$ cat config.mk
export PLATFORM = sky130hd
export DESIGN_NAME = alu_op_sequencer_flat
export DESIGN_NICKNAME = d
export VERILOG_FILES = /design/src/rtl/alu_op_sequencer_if.sv /design/src/rtl/alu_op_sequencer.sv /design/src/flat_wrapper.sv
export SDC_FILE = /design/constraint.sdc
export NUM_CORES = 1
export LEC_CHECK = 0
export BUFFER_PORTS_ARGS = -buffer_cell sky130_fd_sc_hd__buf_4
export CORE_AREA = 5 5 154 156
export CTS_BUF_LIST = sky130_fd_sc_hd__clkbuf_8
export DETAILED_ROUTE_END_ITERATION = 10
export DIE_AREA = 0 0 159 161
export PLACE_DENSITY = 0.7
export SYNTH_ARGS = -nofsm -noshare
export SYNTH_HDL_FRONTEND = slang
export SYNTH_SLANG_ARGS = --single-unit
$ cat constraint.sdc
create_clock -name clk -period 3.35 [get_ports clk]
set_input_delay 0.335 -clock clk [delete_from_list [all_inputs] [get_ports clk]]
set_output_delay 0.335 -clock clk [all_outputs]
set_load 0.02 [all_outputs]
$ cat src/rtl/alu_op_sequencer_if.sv
// Request, response and ALU-side signal bundle for alu_op_sequencer.
// The sequencer takes the slave view; the requester/ALU environment takes the master view.
interface alu_op_sequencer_if #(
  parameter int WIDTH = 32
);
  logic             req_valid;
  logic             req_ready;
  logic [2:0]       req_op;
  logic [WIDTH-1:0] req_a;
  logic [WIDTH-1:0] req_b;

  logic [WIDTH-1:0] alu_a;
  logic [WIDTH-1:0] alu_b;
  logic [2:0]       alu_ctrl;
  logic [WIDTH-1:0] alu_out;
  logic             alu_zero;
  logic             alu_overflow;
  logic             alu_cout;

  logic             rsp_valid;
  logic             rsp_ready;
  logic [WIDTH-1:0] rsp_result;
  logic [WIDTH-1:0] rsp_result_hi;
  logic             rsp_zero;
  logic             rsp_overflow;
  logic             rsp_err;

  modport slave (
    input  req_valid, req_op, req_a, req_b, rsp_ready,
    input  alu_out, alu_zero, alu_overflow, alu_cout,
    output req_ready, alu_a, alu_b, alu_ctrl,
    output rsp_valid, rsp_result, rsp_result_hi, rsp_zero, rsp_overflow, rsp_err
  );

  modport master (
    output req_valid, req_op, req_a, req_b, rsp_ready,
    output alu_out, alu_zero, alu_overflow, alu_cout,
    input  req_ready, alu_a, alu_b, alu_ctrl,
    input  rsp_valid, rsp_result, rsp_result_hi, rsp_zero, rsp_overflow, rsp_err
  );
endinterface

$ cat src/rtl/alu_op_sequencer.sv
// Clocked front-end for a combinational 32-bit ALU: single-cycle ADD/SUB/XOR/SLT plus a
// 32-iteration shift-add MUL. Define ALU_SEQ_MULHI_EN to expose the MUL high word.
module alu_op_sequencer #(
  parameter int WIDTH = 32,
  parameter int CNT_W = 5
) (
  input  logic               clk,
  input  logic               rst_n,
  alu_op_sequencer_if.slave  bus
);

  localparam logic [1:0] ST_IDLE = 2'd0;
  localparam logic [1:0] ST_EXEC = 2'd1;
  localparam logic [1:0] ST_MUL  = 2'd2;
  localparam logic [1:0] ST_RESP = 2'd3;

  localparam logic [2:0] OP_ADD = 3'b000;
  localparam logic [2:0] OP_MUL = 3'b100;

  logic [1:0]       state;
  logic [2:0]       op_q;
  logic [WIDTH-1:0] a_q;
  logic [WIDTH-1:0] b_q;
  logic [WIDTH-1:0] hi_q;
  logic [WIDTH-1:0] lo_q;
  logic [CNT_W-1:0] cnt_q;

  logic [WIDTH-1:0] result_q;
  logic             zero_q;
  logic             overflow_q;
  logic             err_q;

  logic             accept;
  logic             mul_last;
  logic [WIDTH-1:0] hi_nxt;
  logic [WIDTH-1:0] lo_nxt;
  logic [WIDTH-1:0] alu_a_c;
  logic [WIDTH-1:0] alu_b_c;
  logic [2:0]       alu_ctrl_c;

  assign accept   = (state == ST_IDLE) && bus.req_valid;
  assign mul_last = (cnt_q == {CNT_W{1'b1}});

  // One shift-add step: the ALU sum (with carry) becomes the new high word and its
  // LSB shifts into the top of the low word as the multiplier bit is consumed.
  assign hi_nxt = {bus.alu_cout, bus.alu_out[WIDTH-1:1]};
  assign lo_nxt = {bus.alu_out[0], lo_q[WIDTH-1:1]};

  // NOTE: every output of a combinational block is given a default first so that no
  // path through the case leaves it unassigned, which would infer a latch.
  always_comb begin
    alu_a_c    = '0;
    alu_b_c    = '0;
    alu_ctrl_c = 3'b000;
    case (state)
      ST_EXEC: begin
        alu_a_c    = a_q;
        alu_b_c    = b_q;
        alu_ctrl_c = op_q;
      end
      ST_MUL: begin
        alu_a_c    = hi_q;
        alu_b_c    = lo_q[0] ? a_q : '0;
        alu_ctrl_c = OP_ADD;
      end
      default: ;
    endcase
  end

  assign bus.alu_a        = alu_a_c;
  assign bus.alu_b        = alu_b_c;
  assign bus.alu_ctrl     = alu_ctrl_c;
  assign bus.req_ready    = (state == ST_IDLE);
  assign bus.rsp_valid    = (state == ST_RESP);
  assign bus.rsp_result   = result_q;
  assign bus.rsp_zero     = zero_q;
  assign bus.rsp_overflow = overflow_q;
  assign bus.rsp_err      = err_q;

  // NOTE: sequential state uses non-blocking assignments so every register samples the
  // pre-edge values, independent of statement order within the block.
  always_ff @(posedge clk or negedge rst_n) begin
    if (!rst_n) begin
      state      <= ST_IDLE;
      op_q       <= 3'b000;
      a_q        <= '0;
      b_q        <= '0;
      hi_q       <= '0;
      lo_q       <= '0;
      cnt_q      <= '0;
      result_q   <= '0;
      zero_q     <= 1'b0;
      overflow_q <= 1'b0;
      err_q      <= 1'b0;
    end else begin
      case (state)
        ST_IDLE: begin
          if (accept) begin
            op_q <= bus.req_op;
            a_q  <= bus.req_a;
            b_q  <= bus.req_b;
            if (bus.req_op[2] == 1'b0) begin
              state <= ST_EXEC;
            end else if (bus.req_op == OP_MUL) begin
              hi_q  <= '0;
              lo_q  <= bus.req_b;
              cnt_q <= '0;
              state <= ST_MUL;
            end else begin
              result_q   <= '0;
              zero_q     <= 1'b0;
              overflow_q <= 1'b0;
              err_q      <= 1'b1;
              state      <= ST_RESP;
            end
          end
        end
        ST_EXEC: begin
          result_q   <= bus.alu_out;
          zero_q     <= bus.alu_zero;
          overflow_q <= bus.alu_overflow;
          err_q      <= 1'b0;
          state      <= ST_RESP;
        end
        ST_MUL: begin
          hi_q  <= hi_nxt;
          lo_q  <= lo_nxt;
          cnt_q <= cnt_q + CNT_W'(1);
          if (mul_last) begin
            result_q   <= lo_nxt;
            zero_q     <= (lo_nxt == '0);
            overflow_q <= (hi_nxt != '0);
            err_q      <= 1'b0;
            state      <= ST_RESP;
          end
        end
        ST_RESP: begin
          if (bus.rsp_ready) state <= ST_IDLE;
        end
        default: state <= ST_IDLE;
      endcase
    end
  end

`ifdef ALU_SEQ_MULHI_EN
  logic [WIDTH-1:0] result_hi_q;

  // Cleared on every accept so non-MUL responses report a zero high word.
  always_ff @(posedge clk or negedge rst_n) begin
    if (!rst_n) begin
      result_hi_q <= '0;
    end else if (accept) begin
      result_hi_q <= '0;
    end else if ((state == ST_MUL) && mul_last) begin
      result_hi_q <= hi_nxt;
    end
  end

  assign bus.rsp_result_hi = result_hi_q;
`else
  assign bus.rsp_result_hi = '0;
`endif

endmodule

$ cat src/flat_wrapper.sv
// flat-port wrapper written by rule: the top's interface ports become plain ports
module alu_op_sequencer_flat 
#(
  parameter int WIDTH = 32,
  parameter int CNT_W = 5
)
  (clk, rst_n, bus_req_valid, bus_req_op, bus_req_a, bus_req_b, bus_rsp_ready, bus_alu_out, bus_alu_zero, bus_alu_overflow, bus_alu_cout, bus_req_ready, bus_alu_a, bus_alu_b, bus_alu_ctrl, bus_rsp_valid, bus_rsp_result, bus_rsp_result_hi, bus_rsp_zero, bus_rsp_overflow, bus_rsp_err);
  alu_op_sequencer_if #(.WIDTH(WIDTH)) bus_i ();
  input  logic clk;
  input  logic rst_n;
  input wire logic [$bits(bus_i.req_valid)-1:0] bus_req_valid;
  input wire logic [$bits(bus_i.req_op)-1:0] bus_req_op;
  input wire logic [$bits(bus_i.req_a)-1:0] bus_req_a;
  input wire logic [$bits(bus_i.req_b)-1:0] bus_req_b;
  input wire logic [$bits(bus_i.rsp_ready)-1:0] bus_rsp_ready;
  input wire logic [$bits(bus_i.alu_out)-1:0] bus_alu_out;
  input wire logic [$bits(bus_i.alu_zero)-1:0] bus_alu_zero;
  input wire logic [$bits(bus_i.alu_overflow)-1:0] bus_alu_overflow;
  input wire logic [$bits(bus_i.alu_cout)-1:0] bus_alu_cout;
  output wire logic [$bits(bus_i.req_ready)-1:0] bus_req_ready;
  output wire logic [$bits(bus_i.alu_a)-1:0] bus_alu_a;
  output wire logic [$bits(bus_i.alu_b)-1:0] bus_alu_b;
  output wire logic [$bits(bus_i.alu_ctrl)-1:0] bus_alu_ctrl;
  output wire logic [$bits(bus_i.rsp_valid)-1:0] bus_rsp_valid;
  output wire logic [$bits(bus_i.rsp_result)-1:0] bus_rsp_result;
  output wire logic [$bits(bus_i.rsp_result_hi)-1:0] bus_rsp_result_hi;
  output wire logic [$bits(bus_i.rsp_zero)-1:0] bus_rsp_zero;
  output wire logic [$bits(bus_i.rsp_overflow)-1:0] bus_rsp_overflow;
  output wire logic [$bits(bus_i.rsp_err)-1:0] bus_rsp_err;
  assign bus_i.req_valid = bus_req_valid;
  assign bus_i.req_op = bus_req_op;
  assign bus_i.req_a = bus_req_a;
  assign bus_i.req_b = bus_req_b;
  assign bus_i.rsp_ready = bus_rsp_ready;
  assign bus_i.alu_out = bus_alu_out;
  assign bus_i.alu_zero = bus_alu_zero;
  assign bus_i.alu_overflow = bus_alu_overflow;
  assign bus_i.alu_cout = bus_alu_cout;
  assign bus_req_ready = bus_i.req_ready;
  assign bus_alu_a = bus_i.alu_a;
  assign bus_alu_b = bus_i.alu_b;
  assign bus_alu_ctrl = bus_i.alu_ctrl;
  assign bus_rsp_valid = bus_i.rsp_valid;
  assign bus_rsp_result = bus_i.rsp_result;
  assign bus_rsp_result_hi = bus_i.rsp_result_hi;
  assign bus_rsp_zero = bus_i.rsp_zero;
  assign bus_rsp_overflow = bus_i.rsp_overflow;
  assign bus_rsp_err = bus_i.rsp_err;
  alu_op_sequencer #(.WIDTH(WIDTH), .CNT_W(CNT_W)) u_core (.clk(clk), .rst_n(rst_n), .bus(bus_i));
endmodule
* Word level (Yosys, flattened, before mapping)
Cells that the tools add are included.
W data, S select, Z words.
** Storage, ports and cells
- Register bits after elaboration :: 173
- Logic and storage cells :: 72
** Operators by class
- $add $sub $neg :: 1
- Equal/unequal tests :: 11
- Muxes and demuxes :: 39
- Reduce and logical (&&, ||, !) cells :: 10
** Operators with widths (count)
- $mux W32 :: 11
- $pmux W32 S2 :: 4
- $pmux W32 S3 :: 1
- $logic_not A32 Y1 :: 1
- $reduce_bool A32 Y1 :: 1
- $mux W5 :: 3
- $mux W1 :: 10
- $pmux W5 S2 :: 1
- $pmux W1 S3 :: 3
- $mux W2 :: 4
- $pmux W2 S4 :: 1
- $ne A2 B1 Y1 const B :: 3
- $ne A2 B2 Y1 const B :: 3
- $add A5 B1 Y5 const B :: 1
- $eq A5 B5 Y1 const B :: 1
- $reduce_and A5 Y1 :: 1
- $eq A2 B2 Y1 const B :: 2
- $reduce_and A4 Y1 :: 1
- $eq A3 B3 Y1 const B :: 1
- $mux W3 :: 1
- $reduce_and A3 Y1 :: 1
- $reduce_bool A3 Y1 :: 1
- $eq A2 B1 Y1 const B :: 1
- $logic_not A2 Y1 :: 1
- other kinds (3) :: 3

* Depth between registers and ports, before layout
Gate-level depths: netlist (run 1).
- Word-level depth :: 5
- Depth in mapped cells :: 9

* Worst setup path after synthesis (run 1)
OpenSTA, ideal clock, no wires.
- Path type :: register -> output
- Start :: register u_core.state[0]
- End :: output bus_alu_a[15]
- Arrival time :: 1.811 ns
- Required time :: 3.015 ns
- Slack :: 1.204 ns
- Stages on the path, launching flop included :: 8
- Buffers on the path :: 3
- Cells stage by stage :: dfrtp_1 -> inv_1 -> ha_1 -> buf_2 -> clkbuf_1 -> clkbuf_1 -> a22oi_1 -> nor2b_1
** Between the ends
- Word-level cells in the longest chain between the ends :: 2
- Elaborated cells on any way between the ends :: 3
** RTL lines
- start, declared :: line alu_op_sequencer.sv:20 : logic [1:0] state;
- start signal, assigned :: line alu_op_sequencer.sv:84 : state <= ST_IDLE;
- start signal, assigned :: line alu_op_sequencer.sv:103 : state <= ST_EXEC;
- start signal, assigned :: line alu_op_sequencer.sv:108 : state <= ST_MUL;
- $eq A2 B2 Y1 / $eq A2 B1 Y1 (equally long branches) :: line alu_op_sequencer.sv:55 : case (state)
- $pmux W32 S2 (*) :: line alu_op_sequencer.sv:55
- end, declared :: line flat_wrapper.sv:21 : output wire logic [$bits(bus_i.alu_a)-1:0] bus_alu_a;
Mark *: on every way between the ends. The rest lies on a longest branch, timed or not.

* Worst setup path in the final report (run 1)
- Start :: register u_core.state[1]
- End :: output bus_alu_b[31]
** Between the ends
- Word-level cells in the longest chain between the ends :: 2
- Elaborated cells on any way between the ends :: 3
** RTL lines
- $eq A2 B2 Y1 / $eq A2 B1 Y1 (equally long branches) :: line alu_op_sequencer.sv:55
- $pmux W32 S2 (*) :: line alu_op_sequencer.sv:55
- end, declared :: line flat_wrapper.sv:22 : output wire logic [$bits(bus_i.alu_b)-1:0] bus_alu_b;
Marks and branches as above.

==> impl_results.md, run 1 <==
* Outcome: finished clean
* Fill count at 2117
* Top cell by count, worst path: buf_4
* Worst EP arrival at 2.58 ns
* Die width at 159 um
* Yosys reg bits at 173
* Die footprint at 0.0256 mm^2
* Clock root cell: clkbuf_8
* GRT Util Overall at 20.2%
* RSZ-0062 raised after global routing: false
* WHS at 0.0950 ns
* Worst slew margin at 42.4%
* Max-cap violations at 0
* Final nets at 1168
* Maximum clock path buffer count at 2
* Clk sinks at 173
* Reg2Reg Setup Slack at 1.03 ns
* Port Buffers at 209
* I/O Pins at 242
* CP max stage cell: buf_4
* Fin crit share at 86.9%
* Power per Cell Area at 996 mW/mm^2
* Area grow syn2layout at 24.4%
* Leakage power at 4.93 nW
* Drt pass-1 iters at 5
* DR vias at 7070
* H-tree levels at 4
* Largest net degree at the start of global routing at 129
* Sequential-to-total area share from yosys stat at 50.0%
* Total wire length at 26.5 mm
* Grt ovf at 0
* Clk slew on worst S/H paths at 0.09 ns
* Gpl congestion at 0.889
* Max VDD drop at 0.000640 V
* Mapped cell area at 0.00866 mm^2
* Fin crit period at 2.91 ns
* Slew Limit Fails at 0
* Worst EP required at 3.01 ns
* Iter 0 DRT Violations at 594
* Via-per-instance ratio at 5.22
* Layout cells sized above 1 at 30.8%
* Worst skew pair latency at 0.46 ns
* WP buf/inv at 3
* DR WL/cell at 19.5 um
* Setup crit start kind: flop
* Syn avg cell area at 9.78 um^2
* Top delay family on crit path: buffers and inverters
* Yosys cell types at 35
* Setup Buffers After CTS at 0
* First-pass GRT wire length at 41.0 mm
* CP max stage delay at 0.66 ns
* CTS Buf Count at 17
* Setup TNS Final at 0 ns
* Die height at 161 um
* Row count at 55
* Number of global-route vias before repair at 7011
* Worst slew pin tran at 0.864 ns
* Commonest non-fill, non-tap cell in the layout: buf_4
* Capturing element type of the critical path: output port
* Detail Placement HPWL at 19.4 mm
* Ys Warns at 0
* Starting density of the core at 39.0%
* Worst-path cell chain: inv_1 -> ha_2 -> buf_4 -> nor2b_1 -> buf_4
* Cts repair resizes at 0
* Worst min path class: in2reg
* Finish-stage setup viols at 0
* Fmax at 343 MHz
* CTS Hold Buffers Added at 1
* Initial antenna violation count at 1
* Final ANT Viol Nets at 0
* Final hold vios at 0
* Residual DRC at 0
* Core ar. at 0.0222 mm^2
* Mapped Cells at 885
* Commonest non-fill, non-tap cells in the layout: buf_4, nand2_1, dfrtp_1
* Clock Skew at 0.00915 ns
* CTS tree: built
* Critical path type: reg2out
* CP max FO at 101
==> report_power, final <==
part / internal [mW] / total [mW] / switching [mW]
combinational: 2.29 / 5.47 / 3.18
sequential: 3.04 / 3.75 / 0.709
clock: 0.706 / 1.51 / 0.801
total: 6.03 / 10.7 / 4.69
==> synthesized netlist by cell type, drive strengths merged <==
| master | number | area share (%) |
|---|---|---|
| nand2 | 203 | 8.8 |
| dfrtp | 173 | 50 |
| o21ai | 85 | 4.9 |
| mux2 | 68 | 8.8 |
| nor2b | 66 | 4.8 |
| a22oi | 64 | 5.5 |
| clkbuf | 53 | 2.3 |
| buf | 49 | 3.9 |
| a221o | 17 | 2.0 |
| mux2i | 17 | 2.0 |
| nor2 | 17 | 0.74 |
| a22o | 16 | 1.6 |
| nor4 | 16 | 1.2 |
| ha | 6 | 0.87 |
| inv | 5 | 0.22 |
| and2 | 4 | 0.29 |
| nand3 | 4 | 0.23 |
| nand4 | 3 | 0.22 |
| o211ai | 3 | 0.26 |
| a21oi | 2 | 0.12 |
| a31oi | 2 | 0.14 |
| nand2b | 2 | 0.14 |
| or3 | 2 | 0.14 |
| a21boi | 1 | 0.087 |
| a221oi | 1 | 0.10 |
| a2bb2oi | 1 | 0.17 |
| and3 | 1 | 0.072 |
| conb | 1 | 0.043 |
| nor3 | 1 | 0.12 |
| o31ai | 1 | 0.087 |
| or3b | 1 | 0.13 |
==> per-stage QoR <==
| step | utilization (%) | power (mW) | std cells | instance area [um^2] | setup slack, ns |
|---|---|---|---|---|---|
| after floorplan | - | 7.36 | 916 | 8770 | 1.20 |
| after global placement | 46.6 | 9.14 | 1321 | 10400 | 0.981 |
| after detailed placement | 46.6 | 9.28 | 1321 | 10400 | 0.930 |
| after CTS | 48.5 | 10.8 | 1354 | 10800 | 0.407 |
| after global routing | 48.5 | 11.5 | 1355 | 10800 | 0.283 |
| final | 48.5 | 10.7 | 1355 | 10800 | 0.438 |
==> registers in the layout, summed over array words and instances, names as in the netlist <==
register,cells
u_core.a_q,32
u_core.b_q,32
u_core.bus.rsp_result,32
u_core.hi_q,32
u_core.lo_q,32
u_core.cnt_q,5
u_core.op_q,3
u_core.state,2
u_core.bus.rsp_err,1
u_core.bus.rsp_overflow,1
u_core.bus.rsp_zero,1
==> path summary, 6_finish.rpt <==
check,start,end,cells after the start
worst min-delay path,bus_req_a[30],u_core.a_q[30],2
worst min register to register,u_core.bus.rsp_result[31],u_core.bus.rsp_result[31],2
worst max register to register,u_core.state[0],u_core.lo_q[18],7
worst max-delay path,u_core.state[1],bus_alu_b[31],5
min in group asynchronous,rst_n,u_core.b_q[8],2
max in group asynchronous,rst_n,u_core.b_q[1],3
==> final cells by class <==
class / count / area [um^2] / area share (%)
Clock inverter: 13 / 140 / 1.30
Timing Repair Buffer: 223 / 1730 / 16.1
Sequential cell: 173 / 4330 / 40.2
Multi-Input combinational cell: 636 / 3930 / 36.5
Tap cell: 285 / 357 / 3.31
Inverter: 5 / 18.8 / 0.174
Antenna cell: 1 / 2.50 / 0.0232
Clock buffer: 19 / 262 / 2.43
==> routing by layer <==
| layer | global-route usage (%) | part of all wire [%] | vias up |
|---|---|---|---|
| met3 | 3.67 | 5.3 | 47 |
| met4 | 7.87 | 3.1 | 0 |
| met2 | 29.5 | 45 | 278 |
| li1 | - | - | 3358 |
| met5 | 0 | 0 | - |
| met1 | 29.7 | 47 | 3387 |
==> cells by family after synthesis <==
kind of cell / count (synthesis) / synth area share (%)
buf+inv: 107 / 6.46
flops: 173 / 50.0
fa+ha+maj: 6 / 0.867
simple gates: 320 / 16.8
mux: 85 / 10.8
compound gates: 193 / 15.0
other cells: 1 / 0.0433
(Power assumes the default switching activity.)
==> run 2: changes to the inputs <==
--- a/config.mk
+++ b/config.mk
@@ -6,10 +6,10 @@
 export NUM_CORES = 1
 export LEC_CHECK = 0
 export BUFFER_PORTS_ARGS = -buffer_cell sky130_fd_sc_hd__buf_4
-export CORE_AREA = 5 5 154 156
+export CORE_AREA = 2 2 128 180
 export CTS_BUF_LIST = sky130_fd_sc_hd__clkbuf_8
 export DETAILED_ROUTE_END_ITERATION = 10
-export DIE_AREA = 0 0 159 161
+export DIE_AREA = 0 0 130 182
 export PLACE_DENSITY = 0.7
 export SYNTH_ARGS = -nofsm -noshare
 export SYNTH_HDL_FRONTEND = slang
==> run 2 against run 1 <==
- final cell count grew 1.5%
- sequential power about the same
- via count rose by 1.3%
- fmax increased by 2.5%
- combinational power grew 3%
- total power up 1.8%
- critical path type unchanged
==> impl_results.md, run 2 (synthesis results as in run 1) <==
* Port Buffers at 209 (unchanged)
* Fin crit share at 84.8% (-2.1 points)
* DP Worst Slack at 0.931 ns (+0.00152 ns)
* Final hold vios at 0 (unchanged)
* Core ar. at 0.0222 mm^2 (-0.11%)
* H-tree levels at 4 (unchanged)
* Leakage power at 4.97 nW (+0.65%)
* CP max stage delay at 0.45 ns (-0.21 ns)
* Top cell by count, worst path: buf_4
* Finish-stage setup viols at 0 (unchanged)
* Maximum clock path buffer count at 2 (unchanged)
* Reg2Reg Setup Slack at 0.90 ns (-0.13 ns)
* RSZ-0062 raised after global routing: false
* WHS at 0.0959 ns (+0.000910 ns)
* Top delay family on crit path: buffers and inverters
* R2r endpoint: u_core.lo_q[25]
* Worst slew margin at 64.7% (+22 points)
* Worst-path cell chain: inv_1 -> ha_4 -> and2_1 -> buf_4 -> a22oi_1 -> nor2b_1 -> buf_4
* Iter 0 DRT Violations at 478 (-20%)
* Commonest non-fill, non-tap cells in the layout: buf_4, nand2_1, dfrtp_1
* DR WL/cell at 18.8 um (-3.6%)
* Residual DRC at 0 (unchanged)
* CTS Buf Count at 17 (unchanged)
* Fin crit period at 2.84 ns (-0.0712 ns)
* Worst Setup SP: u_core.state[0]
* CP max stage cell: ha_4
* Row count at 65 (+18%)
* Drt pass-1 iters at 5 (unchanged)
* WP buf/inv at 3 (unchanged)
* Layout cells sized above 1 at 31.3% (+0.48 points)
* Total wire length at 25.9 mm (-2.1%)
* Max VDD drop at 0.000762 V (+19%)
* Die footprint at 0.0237 mm^2 (-7.6%)
* DR vias at 7160 (+1.3%)
* Largest net degree at the start of global routing at 102 (-21%)
* Clock root cell: clkbuf_8
* Capturing element type of the critical path: output port
* Final nets at 1174 (+0.51%)
* Worst skew pair latency at 0.47 ns (about the same)
* R2R Path Start: u_core.state[0]
* Starting density of the core at 39.0% (+0.044 points)
* Initial antenna violation count at 0 (-1)
* CP endpoint: bus_alu_b[31]
* Grt ovf at 0 (unchanged)
* Via-per-instance ratio at 5.20 (-0.27%)
* Setup TNS Final at 0 ns (unchanged)
* R2R cell count at 7 (unchanged)
* Commonest non-fill, non-tap cell in the layout: buf_4
* Clk slew on worst S/H paths at 0.11 ns (+0.02 ns)
* Ant diodes at 0 (-1)
* Die height at 182 um (+13%)
* Max-cap violations at 0 (unchanged)
* Number of global-route vias before repair at 7242 (+3.3%)
* Fmax at 352 MHz (+2.5%)
* GRT Util Overall at 22.5% (+2.3 points)
* Worst min path class: in2reg
* CTS tree: built
* Clk sinks at 173 (unchanged)
* WHS Path Cells at 2 (unchanged)
* Final WS setup at 0.509 ns (+0.0712 ns)
* Setup crit start kind: flop
* Clock Skew at 0.0257 ns (+0.0165 ns)
* I/O Pins at 242 (unchanged)
* Die width at 130 um (-18%)
* Detail Placement HPWL at 19.0 mm (-1.9%)
* Final ANT Viol Nets at 0 (unchanged)
* First-pass GRT wire length at 40.3 mm (-1.6%)
* Cts repair resizes at 0 (unchanged)
* Power per Cell Area at 1000 mW/mm^2 (+0.92%)
* Critical path type: reg2out
* Fin util at 48.9% (+0.47 points)
* CP max FO at 32 (-68%)
* Crit path depth at 7 (+2)
* Outcome: finished clean
* Gpl congestion at 0.844 (-5.1%)
* Worst EP required at 3.01 ns (about the same)
* Worst slew pin tran at 0.529 ns (-0.336 ns)
* Slew Limit Fails at 0 (unchanged)
* Worst EP arrival at 2.51 ns (-0.07 ns)
* Area grow syn2layout at 25.5%
## run 2: cell types whose count changed in the layout (fill, tap and decap cells not counted)
cell        before  now
buf_12           4    5
buf_4          217  222
clkinv_2         2    1
inv_6            3    4
clkinv_4         2    0
ha_4             2    3
inv_1            6    5
clkinvlp_4       3    4
inv_8            0    4
ha_2             1    0
clkbuf_8        19   17
diode_2          1    0
## run 2: timing repair
item | in CTS | in global routing
hold buffers | 1 | 0
endpoints found under the hold margin | 46 | 0
buffers inserted | 0 | 0
## run 2: final cells by class
class                   count  area, um^2
clock buffers              17         234
clock inverters            15         175
fillers                  2131       11300
inverters                   5        18.8
multi-input cells         636        3940
flip-flops and latches    173        4330
well taps                 301         377
repair buffers            229        1790
## run 2: worst min-delay path by stage
stage                     end  slack [ns]     startpoint
5_1_grt        u_core.a_q[25]        0.05  bus_req_a[25]
3_3_place_gp   u_core.op_q[2]        0.31          rst_n
6_report        u_core.a_q[0]         0.1   bus_req_a[0]
4_1_cts        u_core.a_q[23]        0.06  bus_req_a[23]
2_1_floorplan   u_core.a_q[0]        0.04          rst_n
3_5_place_dp   u_core.op_q[0]        0.31          rst_n
## run 2: report_power, final
| part | leakage (nW) | internal [mW] | total (mW) | switching, mW |
|---|---|---|---|---|
| Clock | 0.197 | 0.690 | 1.54 | 0.854 |
| Sequential | 2.21 | 3.04 | 3.73 | 0.690 |
| Combinational | 2.55 | 2.38 | 5.64 | 3.26 |
## run 2: metrics by stage
step,cells,power [mW],cell area [um^2]
after floorplan,916,7.36,8770
after global placement,1343,9.36,10400
after detailed placement,1343,9.48,10400
after CTS,1376,11.0,10900
after global routing,1376,11.7,10900
final,1376,10.9,10900
## run 2: layer usage
layer	wire length [um]	global-route usage, %	vias to the layer above	share of wire (%)
li1	-	-	3364	-
met5	0	0	-	0
met2	13700	39.8	272	53
met3	1430	4.60	49	5.5
met1	9790	25.9	3475	38
met4	999	9.63	0	3.9
